==> config.mk <==
export PLATFORM = sky130hd
export DESIGN_NAME = dmem_bridge
export DESIGN_NICKNAME = d
export VERILOG_FILES = /design/src/rtl/dmem_bridge_pkg.sv /design/src/rtl/dmem_wbuf.sv /design/src/rtl/dmem_bridge.sv
export SDC_FILE = /design/constraint.sdc
export NUM_CORES = 1
export LEC_CHECK = 0
export ABC_CLOCK_PERIOD_IN_PS = 1800
export CAP_MARGIN = 20
export CORE_MARGIN = 2
export CORE_UTILIZATION = 40
export CTS_CLUSTER_SIZE = 28
export DETAILED_ROUTE_END_ITERATION = 8
export PLACE_DENSITY = 0.91
export SYNTH_ARGS = -nofsm -noshare
export SYNTH_HDL_FRONTEND = slang
export SYNTH_SLANG_ARGS = --single-unit
==> constraint.sdc <==
create_clock -name clk -period 1.8 [get_ports clk]
set_input_delay 0.36 -clock clk [delete_from_list [all_inputs] [get_ports clk]]
set_output_delay 0.36 -clock clk [all_outputs]
set_load 0.01 [all_outputs]
==> src/rtl/dmem_bridge_pkg.sv <==
// Shared constants for the data-memory bridge: FSM state encodings and fault data.
package dmem_bridge_pkg;

  typedef enum logic [1:0] {
    DMEM_IDLE = 2'b00,
    DMEM_REQ  = 2'b01,
    DMEM_DONE = 2'b10
  } dmem_state_t;

  localparam logic [31:0] DMEM_FAULT_DATA = 32'hDEAD_BEEF;
  localparam int unsigned DMEM_TO_W       = 8;

  // Last counter value seen in REQ before the request is abandoned.
  function automatic logic [DMEM_TO_W-1:0] dmem_to_last(input int unsigned limit);
    return DMEM_TO_W'(limit - 1);
  endfunction

endpackage

==> src/rtl/dmem_wbuf.sv <==
// Address/data/direction holding registers for the outstanding bus access.
// The posted flag is set only when DMEM_WBUF_EN is defined.
module dmem_wbuf
  import dmem_bridge_pkg::*;
(
  input  logic        clk,
  input  logic        rst,
  input  logic        load,
  input  logic        load_we,
  input  logic [31:0] load_addr,
  input  logic [31:0] load_data,
  input  logic        drain,
  output logic        we,
  output logic [31:0] addr,
  output logic [31:0] wdata,
  output logic        posted
);

  always_ff @(posedge clk) begin
    if (rst) begin
      we     <= 1'b0;
      addr   <= '0;
      wdata  <= '0;
      posted <= 1'b0;
    end else if (load) begin
      we    <= load_we;
      addr  <= load_addr;
      wdata <= load_data;
`ifdef DMEM_WBUF_EN
      posted <= load_we;
`else
      posted <= 1'b0;
`endif
    end else if (drain) begin
      posted <= 1'b0;
    end
  end

endmodule

==> src/rtl/dmem_bridge.sv <==
// MEM-stage to req/ack data-memory bridge with pipeline stall and sticky timeout fault.
// DMEM_WBUF_EN defined: writes are posted and do not stall the pipeline.
module dmem_bridge
  import dmem_bridge_pkg::*;
#(
  parameter int unsigned TIMEOUT_CYCLES = 255,
  parameter logic [31:0] FAULT_DATA     = DMEM_FAULT_DATA
) (
  input  logic        clk,
  input  logic        rst,
  input  logic        mem_ren,
  input  logic        mem_wen,
  input  logic [31:0] mem_addr,
  input  logic [31:0] mem_dout,
  output logic [31:0] mem_din,
  output logic        mem_stall,
  output logic        mem_fault,
  output logic        bus_req,
  output logic        bus_we,
  output logic [31:0] bus_addr,
  output logic [31:0] bus_wdata,
  input  logic        bus_ack,
  input  logic [31:0] bus_rdata
);

  localparam logic [DMEM_TO_W-1:0] TO_LAST = dmem_to_last(TIMEOUT_CYCLES);

  dmem_state_t          state;
  logic [DMEM_TO_W-1:0] to_cnt;
  logic                 accept;
  logic                 to_hit;
  logic                 drain;
  logic                 posted;
  logic                 cpu_access;

  assign cpu_access = mem_ren | mem_wen;
  assign accept     = (state == DMEM_IDLE) && cpu_access;
  assign to_hit     = (to_cnt == TO_LAST);
  assign drain      = (state == DMEM_REQ) && (bus_ack || to_hit);

  // Write wins over read when both are requested in the same cycle.
  dmem_wbuf u_wbuf (
    .clk       (clk),
    .rst       (rst),
    .load      (accept),
    .load_we   (mem_wen),
    .load_addr (mem_addr),
    .load_data (mem_dout),
    .drain     (drain),
    .we        (bus_we),
    .addr      (bus_addr),
    .wdata     (bus_wdata),
    .posted    (posted)
  );

  always_ff @(posedge clk) begin
    if (rst) begin
      state     <= DMEM_IDLE;
      bus_req   <= 1'b0;
      to_cnt    <= '0;
      mem_din   <= '0;
      mem_fault <= 1'b0;
    end else begin
      unique case (state)
        DMEM_IDLE: begin
          if (accept) begin
            state   <= DMEM_REQ;
            bus_req <= 1'b1;
            to_cnt  <= '0;
          end
        end
        DMEM_REQ: begin
          if (bus_ack) begin
            if (!bus_we) mem_din <= bus_rdata;
            bus_req <= 1'b0;
            to_cnt  <= '0;
            state   <= posted ? DMEM_IDLE : DMEM_DONE;
          end else if (to_hit) begin
            if (!bus_we) mem_din <= FAULT_DATA;
            mem_fault <= 1'b1;
            bus_req   <= 1'b0;
            to_cnt    <= '0;
            state     <= posted ? DMEM_IDLE : DMEM_DONE;
          end else begin
            to_cnt <= to_cnt + 1'b1;
          end
        end
        DMEM_DONE: state <= DMEM_IDLE;
        default:   state <= DMEM_IDLE;
      endcase
    end
  end

  // A posted write only holds the pipeline when another access arrives behind it.
  always_comb begin
    mem_stall = 1'b0;
    unique case (state)
`ifdef DMEM_WBUF_EN
      DMEM_IDLE: mem_stall = accept && !mem_wen;
`else
      DMEM_IDLE: mem_stall = accept;
`endif
      DMEM_REQ:  mem_stall = posted ? cpu_access : 1'b1;
      DMEM_DONE: mem_stall = 1'b0;
      default:   mem_stall = 1'b0;
    endcase
  end

endmodule

## Word level (Yosys, flattened, before mapping)

Index checks and enable logic that the tools add are counted.

| word-level totals | value |
|---|---|
| register bits after elaboration | 109 |
| word-level logic and storage cells | 42 |
| bits in writable memories | 0 |
| bits in read-only memories | 0 |
| memories kept | 0 |
| input bits | 101 |
| latch bits | 0 |

| cells by class | value |
|---|---|
| equality and inequality tests | 4 |
| muxes and demuxes | 17 |
| $add $sub $neg | 1 |
| shift-type cells | 0 |
| order comparisons | 0 |
| multiply operators | 0 |
| bitwise operators | 3 |
| reduce and logical (&&, ||, !) cells | 9 |
| div/mod/pow operators | 0 |

Operator list:

| operator | number |
|---|---|
| 32-bit 2-to-1 mux | 4 |
| 8-bit 2-to-1 mux | 3 |
| 8-bit one-hot mux with 2 select lines | 1 |
| 3-bit AND reduction | 3 |
| 8-bit by 1-bit adder with 8-bit output (second input constant) | 1 |
| 8-bit equality test (second input constant) | 1 |
| 2-bit 2-to-1 mux | 3 |
| 1-bit one-hot mux with 2 select lines | 2 |
| 2-bit one-hot mux with 2 select lines | 1 |
| 2-bit AND reduction | 2 |
| 2-bit nonzero test | 2 |
| 1-bit 2-to-1 mux | 3 |
| 3-bit inequality test (second input constant) | 1 |
| 2-bit by 1-bit equality test with 1-bit output (second input constant) | 1 |
| 2-bit logical NOT | 1 |
| 2-bit inequality test (second input constant) | 1 |
| 1-bit inverter | 2 |
| 1-bit logical AND | 1 |
| 1-bit OR | 1 |

## Longest topological paths before layout

Gate-level depths: netlist of the first run.

| depth | value |
|---|---|
| depth after elaboration | 4 |
| gate-level depth with buffers | 7 |
| depth with buffers taken out | 6 |

## Modules after synthesis

From an unflattened synthesis of the first run, not the netlist that was laid out.

| unflattened totals | value |
|---|---|
| cells, all modules | 379 |
| area, all modules | 4093.9 µm² |

Modules (own cells, without submodules):

| module | instances | area each (µm²) | cells each |
|---|---|---|---|
| dmem_wbuf | 1 | 2353.5 | 211 |
| dmem_bridge | 1 | 1740.4 | 168 |

## Worst setup path after synthesis of the first run

No wires, ideal clock.

| timing path | value |
|---|---|
| path type | register -> register |
| start | register to_cnt[0] |
| end | register to_cnt[1] |
| arrival time | 1286 ps |
| cell stages (with the launch flop) | 7 |
| path slack | 443 ps |
| library setup time | 70 ps |
| required time | 1730 ps |
| clock period less this slack | 1357 ps |
| cells stage by stage | dfxtp_1 > inv_1 > ha_1 > nand3_1 > o21bai_4 > or3_1 > a21oi_1 |

| on the way | value |
|---|---|
| longest elaborated chain between the ends | 4 |
| elaborated cells on any way between the ends | 5 |
| classes of those cells | 1 x add/sub; 1 x eq/ne; 3 x mux |

Ends and longest elaborated chain:

| element | line | text |
|---|---|---|
| from (decl) | dmem_bridge.sv:29 | `logic [DMEM_TO_W-1:0] to_cnt;` |
| from (signal assigned) | dmem_bridge.sv:85 | `to_cnt <= to_cnt + 1'b1;` |
| 8-bit by 1-bit adder with 8-bit output or 8-bit equality test (tied branches) | dmem_bridge.sv:85, dmem_bridge.sv:38 |  |
| 8-bit 2-to-1 mux (*) | dmem_bridge.sv:78 | `end else if (to_hit) begin` |
| 8-bit 2-to-1 mux (*) | dmem_bridge.sv:73 | `if (bus_ack) begin` |
| 8-bit one-hot mux with 2 select lines (*) | dmem_bridge.sv:64 | `unique case (state)` |

Every way passes the cells marked *; elsewhere a longest branch is shown, timed or not.
A chain may end at the register's enable or synchronous reset.

## Worst setup path after layout of the first run

| timing path | value |
|---|---|
| start | register u_wbuf.we |
| end | output port bus_we |

RTL lines:

| element | line | text |
|---|---|---|
| from (decl) | dmem_wbuf.sv:13 | `output logic we,` |
| from (signal assigned) | dmem_wbuf.sv:26 | `we <= load_we;` |
| to (decl) | dmem_bridge.sv:19 | `output logic bus_we,` |

No word-level cell between the ends.

==> results of run 1 <==
## where the power goes
| part | switching (uW) | internal [uW] | leakage, uW |
|---|---|---|---|
| Sequential | 96.6 | 2580 | 0.000895 |
| Combinational | 518 | 639 | 0.00134 |
| Clock | 865 | 712 | 0.000107 |
## path summary, 6_finish.rpt
kind                                startpoint              end  slack, ns  cells after the start
worst max-delay path                 u_wbuf.we           bus_we       0.08                      1
worst max register to register        state[1]  u_wbuf.addr[19]       0.27                      5
worst min-delay path            u_wbuf.addr[6]   u_wbuf.addr[6]       0.46                      2
worst min register to register  u_wbuf.addr[6]   u_wbuf.addr[6]       0.46                      2
## metrics by stage
| step | utilization [%] | instances | power [uW] |
|---|---|---|---|
| after floorplan | - | 487 | 3230 |
| after global placement | 63.0 | 798 | 3860 |
| after detailed placement | 63.0 | 798 | 3900 |
| after CTS | 65.1 | 814 | 5490 |
| after global routing | 65.1 | 814 | 5680 |
| final | 65.1 | 814 | 5410 |
## layer usage
| metal | vias up | track usage [%] | part of all wire (%) |
|---|---|---|---|
| met5 | - | 0 | 0 |
| met1 | 1859 | 22.2 | 40 |
| li1 | 1984 | - | - |
| met3 | 17 | 6.73 | 8.5 |
| met2 | 157 | 35.7 | 50 |
| met4 | 0 | 6.85 | 1.9 |
## state kept, by name, summed over array words and instances, names as in the netlist
register	cells
u_wbuf.wdata	32
bus_req	1
mem_fault	1
mem_din	32
u_wbuf.addr	32
state	2
to_cnt	8
u_wbuf.we	1
## layout by cell type (no fill, tap or decap), types with 2 or more instances in the layout
master / count
inv_8: 2
a21oi_1: 99
o21ai_0: 10
dlygate4sd2_1: 2
xnor2_1: 6
inv_6: 2
clkdlybuf4s50_1: 197
ha_1: 2
buf_12: 4
buf_4: 8
clkbuf_8: 10
nor2_1: 37
nand2b_1: 3
nand2_1: 139
nor3_1: 27
dfxtp_1: 109
## layout make-up
| class | instances | area (sq um) |
|---|---|---|
| tap | 133 | 166 |
| multi-input combinational | 344 | 1640 |
| clock buffer | 10 | 138 |
| inverter | 1 | 3.75 |
| timing repair buffer | 211 | 2130 |
| fill | 791 | 3390 |
| sequential | 109 | 2180 |
| clock inverter | 6 | 77.6 |
## kinds of logic after synthesis
family / count (synthesis)
and+or+nand+nor: 220
AOI/OAI and AO/OA: 115
DFF: 109
buffers and inverters: 34
xor gates and xnor gates: 7
adders and majority gates: 2
==> impl_metrics.yaml, run 1 <==
die:
  initial_utilization_pct: 41.0
  core_sq_um: 9730
  fp.dieArea_sq_um: 10800
  die_y_um: 104
  die_w_um: 104
  rows: 36
  io_pins: 201
global_routing:
  track_usage_pct: 20.0
  grt_pass1_vias: 3947
  grt_pass1_wl_mm: 18.1
  overflow: 0
  grt_start_max_net_pins: 65
  antenna_found_initial: 0
critical_path:
  cp_slowest_cell: "clkdlybuf4s50_1"
  start_kind: "flip-flop"
  worstPathRequired_ns: 1.44
  path_cells: "clkdlybuf4s50_1"
  cp_top_family: "buffers and inverters"
  cp_max_fo: 4
  crit_buf_inv: 1
  endpoint_kind: "output port"
  cpPeakStageDelay_ns: 0.57
  crit_arrival_ns: 1.36
  crit_type: "flip-flop to output port"
layout:
  diodes: 0
  nets: 779
  drive_gt1_share_pct: 5.29
  syn_to_final_growth_pct: 59.0
  finalInstanceArea_sq_um: 6340
timing:
  skew_ns: 0.0109
  fmax_mhz: 583
  whs_ns: 0.461
  min_period_ns: 1.72
  setup_viol: 0
  slew_headroom_pct: 71.6
  period_share_pct: 95.3
  worstMarginPinSlew_ns: 0.425
  hold_violations: 0
  layout_setup_ws_ns: 0.0845
  slew_violations: 0
  finalSetupTns_ns: 0
  rsz0062_at_grt: "no"
power:
  peakVddDrop_mv: 0.439
  power.density_nw_per_um2: 854
  total_leakage_power_uw: 0.00234
run:
  max-cap-violations: 0
logic_synthesis:
  synthFlopType: "dfxtp_1"
  synth_nets: 590
  yosysMostFrequentCell: "nand2_1"
  netlist_top_cells_count: "nand2_1, dfxtp_1, a21oi_1"
  synth_top_cell_area_share_pct: 54.8
  synth_compound_area_share_pct: 15.1
  yosys.area.top_type: "dfxtp_1"
  synthSimpleGateAreaFrac_pct: 23.6
  synth_edf_count: 0
  synth_cell_type_count: 34
  seq_area_frac_synth_pct: 54.8
  synth_warnings: 0
  syn_inst: 487
  synth_mux_area_share_pct: 0
  ys_ff_latch: 109
  synthXorXnorAreaFrac_pct: 1.54
  synth.cell_area_sq_um: 3990
  synth_top_family_by_area: "simple AND/OR/NAND/NOR gates"
  synth_area_leaders: "dfxtp_1, nand2_1, a21oi_1"
  synthAdderAreaFrac_pct: 0.628
  syn_area_per_cell_sq_um: 8.18
  async_flop_share_pct: 0
clock_tree:
  tritoncts: "built"
  worstSkewPairLatency_ns: 0.36
  clockRootBuffer: "clkbuf_8"
  cts_sinks: 109
  cts_max_path_buffers: 2
  numCtsBuffers: 9
  ctsHoldBuffers: 0
  ctsResizeCount: 2
  cts.htree.levels: 3
  clk_pin_slew_ns: 0.11
  post_cts_buffers: 0
detailed_routing:
  num_vias: 4017
  wl_per_cell_um: 13.8
  ant_nets: 0
  drc: 0
  drt_iter0_drc: 146
  firstDrtPassIters: 4
  viasPerCell: 4.93
  postRouteWirelength_mm: 11.2
place:
  place_congestion: 0.786
  place_worst_setup_slack_ns: -0.287
  post_dp_cell_area_sq_um: 6120
  hpwlAfterDp_mm: 8.16
  io_buffers: 200
outcome:
  status: "finished, final reports clean"
hold_path:
  hp-class: "flip-flop to flip-flop"
No activity file was read; power rests on OpenSTA's default activity.
==> run 2, diff against run 1 <==
Settings changed: PLACE_DENSITY 0.91 to 0.8.
==> run 2 against run 1 <==
Compared with the run above:
- sequential share of layout area decreased by 0.12 points
- worst setup slack gained 0.026 ns
- die area is the same
- final cell count increased by 0.49%
- core utilization is 0.26 points higher
- flip-flop and latch count unchanged
- clock skew increased by 0.0051 ns
- sequential power barely moved
- hold slack lost 0.12 ns
- combinational power hardly changed
- fmax is 1.5% higher
- critical endpoint is now mem_stall
- largest power group unchanged
==> impl_metrics.yaml, run 2 (synthesized netlist as in run 1, its figures left out) <==
power:
  p_total_uw: 5270
  peakVddDrop_mv: 0.404
  total_leakage_power_uw: 0.00236
  power.density_nw_per_um2: 829
timing:
  skew_ns: 0.0160
  min_period_ns: 1.69
  setup_viol: 0
  period_share_pct: 93.9
  rsz0062_at_grt: "no"
  finalSetupTns_ns: 0
  worstMarginPinSlew_ns: 0.318
  layout_setup_ws_ns: 0.110
  fmax_mhz: 592
  slew_violations: 0
  slew_headroom_pct: 78.6
  hold_violations: 0
clock_tree:
  ctsHoldBuffers: 0
  cts_sinks: 109
  cts_max_path_buffers: 2
  clockRootBuffer: "clkbuf_8"
  numCtsBuffers: 9
  post_cts_buffers: 0
  worstSkewPairLatency_ns: 0.36
  clk_pin_slew_ns: 0.09
  cts.htree.levels: 3
  tritoncts: "built"
detailed_routing:
  drt_iter0_drc: 180
  firstDrtPassIters: 4
  wl_per_cell_um: 14.2
  drc: 0
  postRouteWirelength_mm: 11.6
  ant_nets: 0
  num_vias: 4017
  viasPerCell: 4.91
die:
  initial_utilization_pct: 41.0
  core_sq_um: 9730
  die_w_um: 104
  io_pins: 201
  die_y_um: 104
  fp.dieArea_sq_um: 10800
  rows: 36
critical_path:
  crit_type: "input pin to output port"
  crit_end: "mem_stall"
  crit_arrival_ns: 1.33
  worstReg2RegEnd: "to_cnt[4]"
  reg2reg_depth: 6
  crit_start: "mem_ren"
  r2r-start: "to_cnt[0]"
  start_kind: "input pin"
  endpoint_kind: "output port"
  r2r_slack_ns: 0.29
  cp_max_fo: 2
  worstPathRequired_ns: 1.44
global_routing:
  track_usage_pct: 21.0
  grt_pass1_vias: 4003
  antenna_found_initial: 0
  overflow: 0
  grt_start_max_net_pins: 48
  grt_pass1_wl_mm: 18.7
place:
  place_congestion: 0.813
  place_worst_setup_slack_ns: -0.171
  post_dp_cell_area_sq_um: 6170
  hpwlAfterDp_mm: 8.59
  io_buffers: 200
layout:
  reg_top3: "mem_din x32, u_wbuf.addr x32, u_wbuf.wdata x32"
  syn_to_final_growth_pct: 59.7
  final_cell_mix: "clkdlybuf4s50_1, nand2_1, dfxtp_1, a21oi_1, nor2_1"
  fill_cells: 827
  nets: 783
  finalInstanceArea_sq_um: 6360
  drive_gt1_share_pct: 5.99
  mostFrequentLayoutCell: "clkdlybuf4s50_1"
  final_util_pct: 65.4
  ff_latch_area_sq_um: 2180
  multi_input_area_sq_um: 1640
  diodes: 0
outcome:
  status: "finished, final reports clean"
run:
  max-cap-violations: 0
hold_path:
  hp-class: "input pin to flip-flop"
[run 2: per-layer routing]
layer / wire, um / global-route usage [%] / vias up
met1: 4530 / 22.4 / 1841
li1: - / - / 1990
met3: 926 / 6.48 / 23
met4: 236 / 7.05 / 0
met5: 0 / 0 / -
met2: 5900 / 39.1 / 163
[run 2: how the worst min path moves through the flow]
| stage | from | to | slack [ns] | cells after the start |
|---|---|---|---|---|
| global route | rst | mem_din[4] | 0.35 | 2 |
| detailed placement | u_wbuf.wdata[11] | u_wbuf.wdata[11] | 0.45 | 2 |
| global placement | u_wbuf.addr[26] | u_wbuf.addr[26] | 0.44 | 2 |
| floorplan | to_cnt[1] | to_cnt[1] | 0.48 | 2 |
| finish | rst | mem_din[8] | 0.34 | 2 |
| CTS | rst | mem_din[4] | 0.33 | 2 |
[run 2: area by class of cell]
cell class	count	share of cell area [%]
Sequential cell	109	34.3
Multi-Input combinational cell	344	25.8
Inverter	1	0.0590
Clock buffer	11	2.38
Clock inverter	5	0.669
Timing Repair Buffer	215	34.2
Tap cell	133	2.62
[run 2: power by group]
part | internal, uW | total, uW | switching, uW
sequential | 2580 | 2680 | 92.8
combinational | 654 | 1180 | 530
clock | 595 | 1410 | 818
[run 2: timing repair]
action                     4_1_cts  5_1_grt
gates resized for setup          1        2
setup endpoints to repair        1        2
pin swaps                        0        1
[run 2: worst max-delay path: stages]
cell and delay (ns):
clkdlybuf4s50_1 0.44, nor3_2 0.20, nor2_1 0.08, clkdlybuf4s15_1 0.25
[run 2: metrics by stage]
step	cells	hold WS, ns
after floorplan	487	0.478
after global placement	802	0.441
after detailed placement	802	0.447
after CTS	818	0.328
after global routing	818	0.346
final	818	0.342
==> run 3, diff against run 2 <==
Settings changed: CAP_MARGIN 20 to default.
==> results of run 3 <==
Final layout, timing and power as in run 2 (identical DEF).
